<file path="config.mk">
export PLATFORM = sky130hd
export DESIGN_NAME = dac_wave_sequencer
export DESIGN_NICKNAME = d
export VERILOG_FILES = /design/src/rtl/dac_pkg.sv /design/src/rtl/dac_rate_div.sv /design/src/rtl/dac_wave_sequencer.sv
export SDC_FILE = /design/constraint.sdc
export NUM_CORES = 1
export LEC_CHECK = 0
export CAP_MARGIN = 25
export CORE_MARGIN = 4
export CORE_UTILIZATION = 33
export CTS_BUF_LIST = sky130_fd_sc_hd__clkbuf_4
export CTS_CLUSTER_SIZE = 40
export DETAILED_ROUTE_END_ITERATION = 16
export PLACE_DENSITY = 0.62
export SYNTH_ARGS = -nofsm -noshare
export SYNTH_HDL_FRONTEND = slang
export SYNTH_SLANG_ARGS = --single-unit
</file>
<file path="constraint.sdc">
create_clock -name clk_X4 -period 5 [get_ports clk_X4]
set_input_delay 0.5 -clock clk_X4 [delete_from_list [all_inputs] [get_ports clk_X4]]
set_output_delay 0.5 -clock clk_X4 [all_outputs]
set_load 0.02 [all_outputs]
</file>
<file path="src/rtl/dac_pkg.sv">
// Shared widths, mode encodings and FSM/phase enums for the DAC wave sequencer.
// Optional output clamp in the top is enabled by DAC_WAVE_CLAMP_EN.
package dac_pkg;

  localparam int DAC_W = 12;
  localparam logic [DAC_W-1:0] DAC_MAX = 12'd4095;

  localparam logic [1:0] MODE_CONST  = 2'd0;
  localparam logic [1:0] MODE_SAW    = 2'd1;
  localparam logic [1:0] MODE_TRI    = 2'd2;
  localparam logic [1:0] MODE_SQUARE = 2'd3;

  typedef enum logic [1:0] {
    IDLE  = 2'd0,
    RUN   = 2'd1,
    DRAIN = 2'd2
  } state_e;

  typedef enum logic {
    DIR_UP   = 1'b0,
    DIR_DOWN = 1'b1
  } dir_e;

  typedef enum logic {
    SQ_LOW  = 1'b0,
    SQ_HIGH = 1'b1
  } sq_phase_e;

endpackage

</file>
<file path="src/rtl/dac_rate_div.sv">
// Sample-period divider: ticks on the first run cycle, then once every max(period,1) clocks.
module dac_rate_div #(
  parameter int DIV_W = 16
) (
  input  logic             clk_X4,
  input  logic             rst_n,
  input  logic             run,
  input  logic [DIV_W-1:0] period,
  output logic             tick
);

  logic [DIV_W-1:0] div_q;
  logic [DIV_W-1:0] div_d;
  logic [DIV_W-1:0] last_cnt;

  // A period of 0 behaves like 1, so the last count is 0 in both cases.
  assign last_cnt = (period == '0) ? '0 : period - 1'b1;

  always_comb begin
    div_d = div_q;
    if (!run) begin
      div_d = '0;
    end else if (div_q >= last_cnt) begin
      div_d = '0;
    end else begin
      div_d = div_q + 1'b1;
    end
  end

  always_ff @(posedge clk_X4) begin
    if (!rst_n) begin
      div_q <= '0;
    end else begin
      div_q <= div_d;
    end
  end

  assign tick = run && (div_q == '0);

endmodule

</file>
<file path="src/rtl/dac_wave_sequencer.sv">
// Periodic DAC sample generator (const/saw/tri/square) with valid/ready output and underrun flag.
// Define DAC_WAVE_CLAMP_EN to clamp the emitted code to [CLAMP_LO, CLAMP_HI].
module dac_wave_sequencer
  import dac_pkg::*;
#(
  parameter int DIV_W    = 16,
  parameter int CLAMP_LO = 0,
  parameter int CLAMP_HI = 4095
) (
  input  logic             clk_X4,
  input  logic             rst_n,
  input  logic             enable,
  input  logic [1:0]       mode,
  input  logic [DAC_W-1:0] step,
  input  logic [DAC_W-1:0] level,
  input  logic [DIV_W-1:0] period,
  output logic [DAC_W-1:0] sample_data,
  output logic             sample_valid,
  input  logic             sample_ready,
  output logic             underrun,
  output logic             busy
);

  state_e           state_q, state_d;
  logic [DAC_W-1:0] acc_q, acc_d;
  dir_e             dir_q, dir_d;
  sq_phase_e        sq_q, sq_d;
  logic [DAC_W-1:0] data_q, data_d;
  logic             valid_q, valid_d;
  logic             underrun_q, underrun_d;

  logic             run;
  logic             tick;
  logic [DAC_W-1:0] wave_val;
  logic [DAC_W-1:0] out_val;
  logic [DAC_W-1:0] acc_nx;
  dir_e             dir_nx;
  sq_phase_e        sq_nx;
  logic [DAC_W:0]   tri_sum;

  // Gating with enable keeps a tick from loading a sample on the cycle RUN is left.
  assign run = (state_q == RUN) && enable;

  dac_rate_div #(.DIV_W(DIV_W)) u_rate_div (
    .clk_X4 (clk_X4),
    .rst_n  (rst_n),
    .run    (run),
    .period (period),
    .tick   (tick)
  );

  assign tri_sum = {1'b0, acc_q} + {1'b0, step};

  always_comb begin
    wave_val = acc_q;
    acc_nx   = acc_q;
    dir_nx   = dir_q;
    sq_nx    = sq_q;
    case (mode)
      MODE_CONST: wave_val = level;
      MODE_SAW:   acc_nx = acc_q + step;
      MODE_TRI: begin
        if (dir_q == DIR_UP) begin
          if (tri_sum >= {1'b0, DAC_MAX}) begin
            acc_nx = DAC_MAX;
            dir_nx = DIR_DOWN;
          end else begin
            acc_nx = tri_sum[DAC_W-1:0];
          end
        end else begin
          if (acc_q <= step) begin
            acc_nx = '0;
            dir_nx = DIR_UP;
          end else begin
            acc_nx = acc_q - step;
          end
        end
      end
      default: begin
        wave_val = (sq_q == SQ_HIGH) ? level : '0;
        sq_nx    = (sq_q == SQ_HIGH) ? SQ_LOW : SQ_HIGH;
      end
    endcase
  end

`ifdef DAC_WAVE_CLAMP_EN
  localparam logic [DAC_W-1:0] LO_C = DAC_W'(CLAMP_LO);
  localparam logic [DAC_W-1:0] HI_C = DAC_W'(CLAMP_HI);
  // Clamp only the emitted code; the accumulator keeps its full range.
  always_comb begin
    out_val = wave_val;
    if (out_val < LO_C) out_val = LO_C;
    if (out_val > HI_C) out_val = HI_C;
  end
`else
  assign out_val = wave_val;
  // Empty marker block: an inverted clamp range shows up in the elaborated hierarchy.
  if (CLAMP_LO > CLAMP_HI) begin : g_clamp_range_inverted
  end
`endif

  always_comb begin
    state_d    = state_q;
    acc_d      = acc_q;
    dir_d      = dir_q;
    sq_d       = sq_q;
    data_d     = data_q;
    valid_d    = valid_q;
    underrun_d = 1'b0;

    if (valid_q && sample_ready) valid_d = 1'b0;

    if (tick) begin
      if (!valid_q || sample_ready) begin
        data_d  = out_val;
        valid_d = 1'b1;
        acc_d   = acc_nx;
        dir_d   = dir_nx;
        sq_d    = sq_nx;
      end else begin
        underrun_d = 1'b1;
      end
    end

    case (state_q)
      IDLE: begin
        if (enable) begin
          state_d = RUN;
          acc_d   = '0;
          dir_d   = DIR_UP;
          sq_d    = SQ_HIGH;
        end
      end
      RUN: begin
        if (!enable) state_d = valid_q ? DRAIN : IDLE;
      end
      DRAIN: begin
        // Also leave if the pending sample went out on the cycle RUN was exited.
        if (!valid_q || sample_ready) state_d = IDLE;
      end
      default: state_d = IDLE;
    endcase
  end

  always_ff @(posedge clk_X4) begin
    if (!rst_n) begin
      state_q    <= IDLE;
      acc_q      <= '0;
      dir_q      <= DIR_UP;
      sq_q       <= SQ_HIGH;
      data_q     <= '0;
      valid_q    <= 1'b0;
      underrun_q <= 1'b0;
    end else begin
      state_q    <= state_d;
      acc_q      <= acc_d;
      dir_q      <= dir_d;
      sq_q       <= sq_d;
      data_q     <= data_d;
      valid_q    <= valid_d;
      underrun_q <= underrun_d;
    end
  end

  assign sample_data  = data_q;
  assign sample_valid = valid_q;
  assign underrun     = underrun_q;
  assign busy         = (state_q != IDLE);

endmodule

</file>
== Word-level counts from Yosys, hierarchy flattened ==
Cells that the tools add are included.

* Output and inout port bits: 15
* Logic and storage cells: 75
* Input bits: 46
* Bits in registers: 46

* Add/sub/neg operators: 5
* Reduce and logical (&&, ||, !) cells: 16
* Muxes and demuxes: 34
* Order comparisons: 3
* Bitwise logic cells: 2
* Eq/ne operators: 7

{| class="wikitable"
|+ Operators by type and width
! operator !! count
|-
| $mux 12 || 8
|-
| $pmux 12 s2 || 2
|-
| $logic_not 16->1 || 2
|-
| $mux 1 || 18
|-
| $add 16x1->16 const B || 1
|-
| $ge 16x16->1 || 1
|-
| $mux 16 || 1
|-
| $sub 16x1->16 const B || 1
|-
| $add 12x12->13 || 1
|-
| $ge 13x12->1 const B || 1
|-
| $add 12x12->12 || 1
|-
| $le 12x12->1 || 1
|-
| $sub 12x12->12 || 1
|-
| $mux 2 || 4
|-
| $ne 2x2->1 const B || 3
|-
| $pmux 2 s3 || 1
|-
| $reduce_or 3->1 || 2
|-
| $eq 2x1->1 const B || 2
|-
| $eq 2x2->1 const B || 2
|-
| $logic_not 2->1 || 2
|-
| $reduce_and 2->1 || 2
|-
| $logic_and 1x1->1 || 3
|-
| $reduce_and 3->1 || 1
|-
| $not 1->1 || 2
|-
| 4 further kinds || 4
|}

== Longest topological paths before layout ==
Gate-level depths: netlist (run 1).

* Depth in word-level cells: 9
* Mapped depth: 15
* Depth with buffers taken out: 14

== By module ==
From an unflattened synthesis (run 1), not the netlist that was laid out.

* Cell total of the unflattened synthesis: 575
* Area, all modules: 4443.0 sq um

{| class="wikitable"
|+ Modules (own cells, without submodules)
! module !! times used !! area an instance (sq um) !! seq. area each (sq um) !! cells each
|-
| dac_wave_sequencer || 1 || 2887.8 || 600.6 || 389
|-
| dac_rate_div || 1 || 1555.2 || 320.3 || 186
|}

== Worst setup path before layout (run 1) ==
Ideal clock, no wire load.

* Path kind: input-to-reg
* From: input port period[3]
* To: register u_rate_div.div_q[13]
* Library setup time: 0.078 ns
* Arrival: 3.308 ns
* Setup slack: 1.614 ns
* Buffers on the path: 2
* Stages: 15
* Data required time: 4.922 ns
* Cells stage by stage: or3_1 -> nor3_1 -> and3b_1 -> clkbuf_1 -> a31oi_1 -> ha_1 -> nand2b_1 -> a21o_1 -> a21o_1 -> a211oi_1 -> o21bai_1 -> a31oi_1 -> o31ai_2 -> clkbuf_1 -> nor3_1

* Longest elaborated chain between the ends: 4
* Elaborated cells on any way between the ends: 5
* Classes of those cells: 1 x add/sub; 1 x order compare; 1 x mux; 2 x reduce/logical

{| class="wikitable"
|+ Ends and longest elaborated chain
! element !! line !! text
|-
| from (decl) || dac_wave_sequencer.sv:16 || <nowiki>input logic [DIV_W-1:0] period,</nowiki>
|-
| $sub 16x1->16 or $logic_not 16->1 (tied branches) || dac_rate_div.sv:17 || <nowiki>assign last_cnt = (period == '0) ? '0 : period - 1'b1;</nowiki>
|-
| $mux 16 * || dac_rate_div.sv:17 ||
|-
| $ge 16x16->1 * || dac_rate_div.sv:23 || <nowiki>end else if (div_q >= last_cnt) begin</nowiki>
|-
| $reduce_or 3->1 (no line) * || n/a ||
|-
| to (signal assigned) || dac_rate_div.sv:34 || <nowiki>div_q <= div_d;</nowiki>
|-
| to (decl) || dac_rate_div.sv:12 || <nowiki>logic [DIV_W-1:0] div_q;</nowiki>
|}

Mark *: on every way between the ends. The rest lies on a longest branch, timed or not.
A chain may end at the register's enable or synchronous reset.

== Final worst setup path (run 1) ==
* From: input port period[3]
* To: register u_rate_div.div_q[1]

Same word-level chain as after synthesis.

==> results of run 1 <==
-- kinds of logic after synthesis --
kind of cell / synth area share
and+or+nand+nor: 0.248
AOI/OAI and AO/OA: 0.246
buffers and inverters: 0.0587
adders and majority gates: 0.147
DFF: 0.216
xor gates and xnor gates: 0.0842
-- cell usage in the layout, fill, tap and decap left out, types with 7 or more instances in the layout --
cell / Yosys / final
nand2b_1: 7 / 7
a211oi_1: 14 / 14
a22oi_1: 12 / 12
nand2_1: 50 / 50
nand3_1: 16 / 16
xnor2_1: 24 / 24
ha_1: 47 / 47
dfxtp_1: 46 / 46
o31ai_1: 7 / 7
xor2_1: 17 / 17
a21oi_1: 36 / 36
and3_1: 7 / 7
inv_1: 34 / 34
o21ai_0: 10 / 10
nor2b_1: 11 / 11
o21ai_1: 8 / 8
nor4_1: 7 / 7
nor2_1: 58 / 58
nor3_1: 24 / 23
clkdlybuf4s50_1: 0 / 60
-- metrics by stage --
stage / cells / power, mW / setup slack, ns
finish: 769 / 0.819 / 1.17
global route: 769 / 0.865 / 0.665
CTS: 769 / 0.825 / 1.13
detailed placement: 761 / 0.593 / 0.746
floorplan: 552 / 0.508 / 1.61
global placement: 761 / 0.589 / 0.929
-- worst reg2reg max path: cells and delay by family (launching register included) --
| kind | cells | cell delay [ns] |
|---|---|---|
| AO/OA/AOI/OAI | 7 | 1.78 |
| adder cells (fa/ha/maj) | 2 | 0.63 |
| buffers and inverters | 1 | 0.06 |
| flip-flops | 1 | 0.44 |
| AND/OR/NAND/NOR | 1 | 0.11 |
-- cell usage after synthesis, drive strengths merged, types with 12 or more instances --
library cell,n
nor3,24
o21ai,19
clkbuf,14
a211oi,15
a21oi,37
ha,47
xnor2,24
a22oi,12
nand3,16
dfxtp,46
nand2,50
xor2,17
inv,35
nor2,59
-- how the worst max path moves through the flow --
stage / to / slack [ns]
floorplan: u_rate_div.div_q[13] / 1.61
global placement: u_rate_div.div_q[1] / 0.93
detailed placement: u_rate_div.div_q[1] / 0.75
CTS: u_rate_div.div_q[1] / 1.13
global route: u_rate_div.div_q[2] / 0.67
finish: u_rate_div.div_q[1] / 1.17
-- per-layer routing --
layer / part of all wire / routed length [um] / up-vias
li1: - / - / 2057
met1: 0.47 / 5280 / 1867
met2: 0.47 / 5350 / 119
met3: 0.047 / 529 / 11
met4: 0.012 / 131 / 0
met5: 0 / 0 / -
-- cell type report --
class                           instances  area share
Multi-Input combinational cell        445       0.611
Sequential cell                        46       0.182
Timing Repair Buffer                   62       0.121
Clock inverter                          2     0.00741
Inverter                               36      0.0267
Clock buffer                            6     0.00889
Tap cell                              172      0.0425
-- power by group through the flow --
stage	combinational [mW]	sequential (mW)	clock, mW
final	0.207	0.379	0.234
after global routing	0.229	0.380	0.255
after CTS	0.207	0.379	0.239
after detailed placement	0.205	0.387	0
after global placement	0.202	0.387	0
after floorplan	0.116	0.392	0
==> results by group, run 1 <==
Run status
  – Status: finished, final reports clean

Floorplanning
  – Row count: 41
  – Boundary pin count: 61
  – Die area: ~0.015 mm^2
  – Die Y: roughly 120 um
  – Initial core utilization: 0.338
  – CORE AREA: ~0.013 mm^2
  – Die Wd: 122 um

Detailed routing
  – Vias/cell: between 5 and 6
  – DR WL/cell: approximately 15 um
  – DRT antenna net count: 0
  – Vias after detailed routing: 4054
  – Initial DRT Pass Iterations: 5
  – Final WL: roughly 11 mm
  – Iteration-0 DRC Markers: between 300 and 400
  – DRC: 0

Worst setup path
  – Data required, critical path: 5.29 ns
  – Worst Setup Start Kind: input port
  – Top delay family on crit path: simple AND/OR/NAND/NOR gates
  – Crit-path max cell delay: between 0.4 and 0.5 ns
  – Bufs and invs on worst path: 2
  – Cell mode on critical path: a21o_1
  – R2r worst-path depth: 11
  – Critical path depth in cells: 15
  – Internal reg-to-reg setup slack: approximately 2 ns
  – Worst setup path class: in2reg
  – Worst Setup SP: period[3]
  – Critical path data arrival time: 4.12 ns
  – Worst setup EP type: flop
  – Crit-path slowest cell: clkdlybuf4s50_1
  – Crit-path cells: clkdlybuf4s50_1, or3_1, nor3_1, and3b_1, nand3_1, nand2b_1, ha_1, a21o_1, a21o_1, a211oi_1, o21bai_1, a31oi_1, o31ai_2, buf_4, nor3b_1
  – Worst Path Max Fanout: 16

Layout
  – Fillers: approximately 1300
  – Fraction of layout cells with a size suffix above 1: 0.0553
  – Number of diodes: 0
  – Register area: 921 um^2
  – Final instance area: between 0.005 and 0.006 mm^2
  – Multi-input gate area: between 0.003 and 0.004 mm^2
  – Syn-to-layout area delta: 18.8%
  – Final Net Count: 691
  – Util after Layout: 0.402

Timing
  – Final period utilization: 0.767
  – Worst Skew: around 0.017 ns
  – Fin. max-slew vios: 0
  – Final setup viols: 0
  – Unrepaired setup endpoints after global routing: no
  – Final TNS setup: 0 ns
  – Final Hold Fails: 0
  – Least-Margin Pin Slew: 0.811 ns
  – Worst hold slack: between 0.4 and 0.5 ns
  – Post-layout min period: approximately 3.8 ns
  – Slew margin rel.: 0.459
  – F_max: ~0.26 GHz

Logic synthesis
  – Synthesized cell area: 0.00427 mm^2
  – Ys flop type: dfxtp_1
  – Post-synthesis register bit count: 46
  – Post-synth EDFFs: 0
  – Synth top area share: 0.216
  – Syn_area_per_cell: roughly 7.7 um^2
  – Ys async rst share: 0
  – Seq/Total Area, Yosys: 0.216
  – Synth cell types: 71
  – Post-synth top area cell: dfxtp_1
  – Cells after Synth: roughly 550
  – Mapped Nets: approximately 650
  – Syn. warnings: 0
  – Synth top area cells: dfxtp_1 (22%), ha_1 (14%), nor2_1 (5.1%)

Power
  – Pwr/cell area: around 160 mW/mm^2
  – Combinational share of power: 0.252
  – Switching Share: 0.293
  – Switching pwr: around 0.24 mW
  – Clock group share of total power: 0.285
  – Static leakage: 2.00 nW
  – Worst vdd ir: roughly 84 uV
  – Internal power: roughly 0.58 mW
  – Flop pwr share: 0.463

GRT
  – Global-route wire length before repair: ~19 mm
  – Met2 usage: 0.268
  – Top Usage Layer GRT: met2
  – GR Util met3: 0.0218
  – Grt total ovfl: 0
  – Antenna violations before repair: 0
  – Largest net degree at the start of global routing: 30
  – Number of global-route vias before repair: 4030
  – Met1 usage: 0.207
  – GRT Total Usage: 0.155

CTS
  – Post-CTS setup buffers: 0
  – TritonCTS clock tree: built
  – Clk sinks: 46
  – Clk pin slew, worst setup/hold paths: 0.15 ns
  – Max clock buf depth: 2
  – Cts repair resizes: 0
  – CTS Buf Count: 5
  – Maximum level of the CTS H-tree: 2
  – Worst-Skew Late Latency: 0.36 ns
  – CTS root buf: clkbuf_4
  – Hold Buf Count CTS: 0

Min path
  – Min-Delay Startpoint: sample_valid
  – Hold path depth: 2
  – Hold Path Class: reg2reg
  – Hold Crit Endpoint: state_q[1]

Placement
  – PortBufs: 60
  – Placer Congestion: a little under 0.9
  – Dpl hpwl: between 9 and 10 mm
  – Area after DPL: between 0.004 and 0.005 mm^2

Run
  – Max Cap Violations: 0
Power figures use the tool's default switching activity.
==> run 2: changes to the inputs <==
==> constraint.sdc (replaced) <==
create_clock -name clk_X4 -period 3.8 [get_ports clk_X4]
set_input_delay 0.38 -clock clk_X4 [delete_from_list [all_inputs] [get_ports clk_X4]]
set_output_delay 0.38 -clock clk_X4 [all_outputs]
set_load 0.02 [all_outputs]
==> results by group, run 2 (synthesized netlist as in run 1, its figures left out) <==
GRT
  – Largest net degree at the start of global routing: 30 (unchanged)
  – Grt total ovfl: 0 (unchanged)
  – Antenna violations before repair: 0 (unchanged)
  – Global-route wire length before repair: 19.5 mm (+2.2%)
  – GRT Total Usage: 0.158 (+0.00254)
  – Number of global-route vias before repair: 4228 (+4.9%)

Timing
  – Worst hold slack: 0.489 ns (+0.0139 ns)
  – Fin. max-slew vios: 0 (unchanged)
  – Final period utilization: 0.896
  – Slew margin rel.: 0.425 (-0.0340)
  – Unrepaired setup endpoints after global routing: no
  – Final setup viols: 0 (unchanged)
  – Least-Margin Pin Slew: 0.862 ns (+0.0510 ns)
  – Post-layout min period: 3.40 ns
  – Final Hold Fails: 0 (unchanged)
  – F_max: just under 0.3 GHz
  – Worst Skew: 0.0170 ns (-0.000166 ns)

Min path
  – Hold Path Class: reg2reg

CTS
  – Worst-Skew Late Latency: 0.37 ns (about the same)
  – Max clock buf depth: 2 (unchanged)
  – Post-CTS setup buffers: 0 (unchanged)
  – Maximum level of the CTS H-tree: 2 (unchanged)
  – CTS root buf: clkbuf_4
  – TritonCTS clock tree: built
  – Hold Buf Count CTS: 0 (unchanged)
  – Clk sinks: 46 (unchanged)
  – Clk pin slew, worst setup/hold paths: 0.15 ns (about the same)
  – CTS Buf Count: 5 (unchanged)

Layout
  – Syn-to-layout area delta: 21.6%
  – Util after Layout: 0.411 (+0.00942)
  – Most frequent cells in the layout: clkdlybuf4s50_1 (60), nor2_1 (58), nand2_1 (50)
  – Most common cell after layout, fill and taps aside: clkdlybuf4s50_1
  – Multi-input gate area: 0.00311 mm^2 (+0.44%)
  – Fillers: 1326 (-0.30%)
  – Fraction of layout cells with a size suffix above 1: 0.0786 (+0.0233)
  – Number of diodes: 0 (unchanged)
  – Register area: 921 um^2 (unchanged)
  – Final Non-Filler Cells: 783 (+1.8%)
  – Final Net Count: 705 (+2.0%)

Placement
  – PortBufs: 60 (unchanged)
  – Inst Count DP: 775 (+1.8%)
  – Placer Congestion: 0.908 (+3.6%)
  – Dpl hpwl: 9.26 mm (+0.73%)

Floorplanning
  – Die area: 0.0148 mm^2 (unchanged)
  – Die Wd: 122 um (unchanged)
  – CORE AREA: 0.0126 mm^2 (unchanged)
  – Initial core utilization: 0.338 (unchanged)
  – Die Y: 122 um (unchanged)
  – Row count: 41 (unchanged)
  – Boundary pin count: 61 (unchanged)

Worst setup path
  – Crit-path slowest cell: clkdlybuf4s50_1
  – Top delay family on crit path: simple AND/OR/NAND/NOR gates
  – Internal reg-to-reg setup slack: 0.93 ns (-1.02 ns)
  – Worst Path Max Fanout: 16 (unchanged)
  – Crit-path cells: clkdlybuf4s50_1, or3_1, nor3_2, and3b_1, a31oi_1, ha_1, nand2b_1, a21o_1, a21o_1, a211oi_1, o21bai_1, a31oi_1, o31ai_4, nor3_1
  – Worst Setup Start Kind: input port
  – Worst setup EP type: flop
  – Crit-path max cell delay: 0.41 ns (-0.04 ns)
  – Data required, critical path: 4.07 ns (-1.22 ns)
  – Worst setup path class: in2reg
  – Bufs and invs on worst path: 1 (-1)
  – Critical path data arrival time: 3.67 ns (-0.45 ns)

Power
  – Switching pwr: 0.321 mW (+34%)
  – Combinational share of power: 0.255 (+0.003)
  – Internal power: 0.767 mW (+32%)
  – Worst vdd ir: 104 uV (+25%)
  – Static leakage: 2.07 nW (+3.5%)
  – Flop pwr share: 0.459 (-0.004)
  – Clock group share of total power: 0.286 (about the same)
  – Pwr/cell area: 210 mW/mm^2 (+30%)
  – Switching Share: 0.295 (+0.00196)

Detailed routing
  – DRC: 0 (unchanged)
  – Final WL: 11.3 mm (about the same)
  – Initial DRT Pass Iterations: 5 (unchanged)
  – DR WL/cell: 14.4 um (-1.8%)
  – Iteration-0 DRC Markers: 312 (-5.5%)
  – DRT antenna net count: 0 (unchanged)
  – Vias after detailed routing: 4142 (+2.2%)
  – Vias/cell: 5.29 (+0.34%)

Run
  – Max Cap Violations: 0 (unchanged)

Run status
  – Status: finished, final reports clean
==> run 2: cell count changes in the layout (fill, tap and decap cells not counted), sizes merged <==
cell | before | now
buf | 2 | 16
==> run 2: final cells by class <==
cell class                 instances  area share
clock buffer                       6     0.00868
clock inverter                     2     0.00724
inverter                          36      0.0260
multi-input combinational        445       0.600
sequential                        46       0.178
tap                              172      0.0415
timing repair buffer              76       0.139
==> run 2: path summary, 6_finish.rpt <==
check | from | to | depth (start not counted)
setup / recovery | period[3] | u_rate_div.div_q[14] | 14
hold reg to reg | sample_valid | state_q[1] | 2
hold / removal | sample_valid | state_q[1] | 2
setup reg to reg | flop | flop | 11
==> run 2: routing by layer <==
metal / share of wire / up-vias / track usage
li1: - / 2093 / -
met1: 0.47 / 1917 / 0.205
met2: 0.46 / 112 / 0.268
met3: 0.047 / 20 / 0.0232
met4: 0.022 / 0 / 0.0532
met5: 0 / - / 0
==> run 2: repair_timing <==
item                                    4_1_cts  5_1_grt
endpoints found under the setup margin        1        4
resized for setup                             1        1
endpoints found under the hold margin         0        0
==> run 2: power groups by stage <==
stage                     logic, mW  registers [mW]  clock network (mW)
after detailed placement      0.275           0.510                   0
after floorplan               0.153           0.516                   0
after global routing          0.308           0.501               0.340
final                         0.277           0.499               0.312
after CTS                     0.277           0.499               0.319
after global placement        0.271           0.509                   0
==> run 2: worst reg2reg max path, stage by stage (launching register included) <==
cell and delay, ns:
dfxtp_1 0.44, ha_1 0.20, inv_1 0.05, fa_1 0.43
o21bai_1 0.25, a2111oi_4 0.13, o41ai_2 0.39, a21oi_2 0.13
o211ai_2 0.29, buf_4 0.21, nor2_1 0.05, o31ai_1 0.21
==> run 2: metrics by stage <==
stage | power, mW | TNS, ns | setup slack [ns] | instance area (um^2)
finish | 1.09 | 0 | 0.396 | 5190
global route | 1.15 | 0 | 0.0476 | 5190
CTS | 1.10 | 0 | 0.274 | 5180
detailed placement | 0.785 | -5.55 | -0.386 | 5090
global placement | 0.781 | -3.60 | -0.232 | 5090
floorplan | 0.669 | 0 | 0.534 | 4270
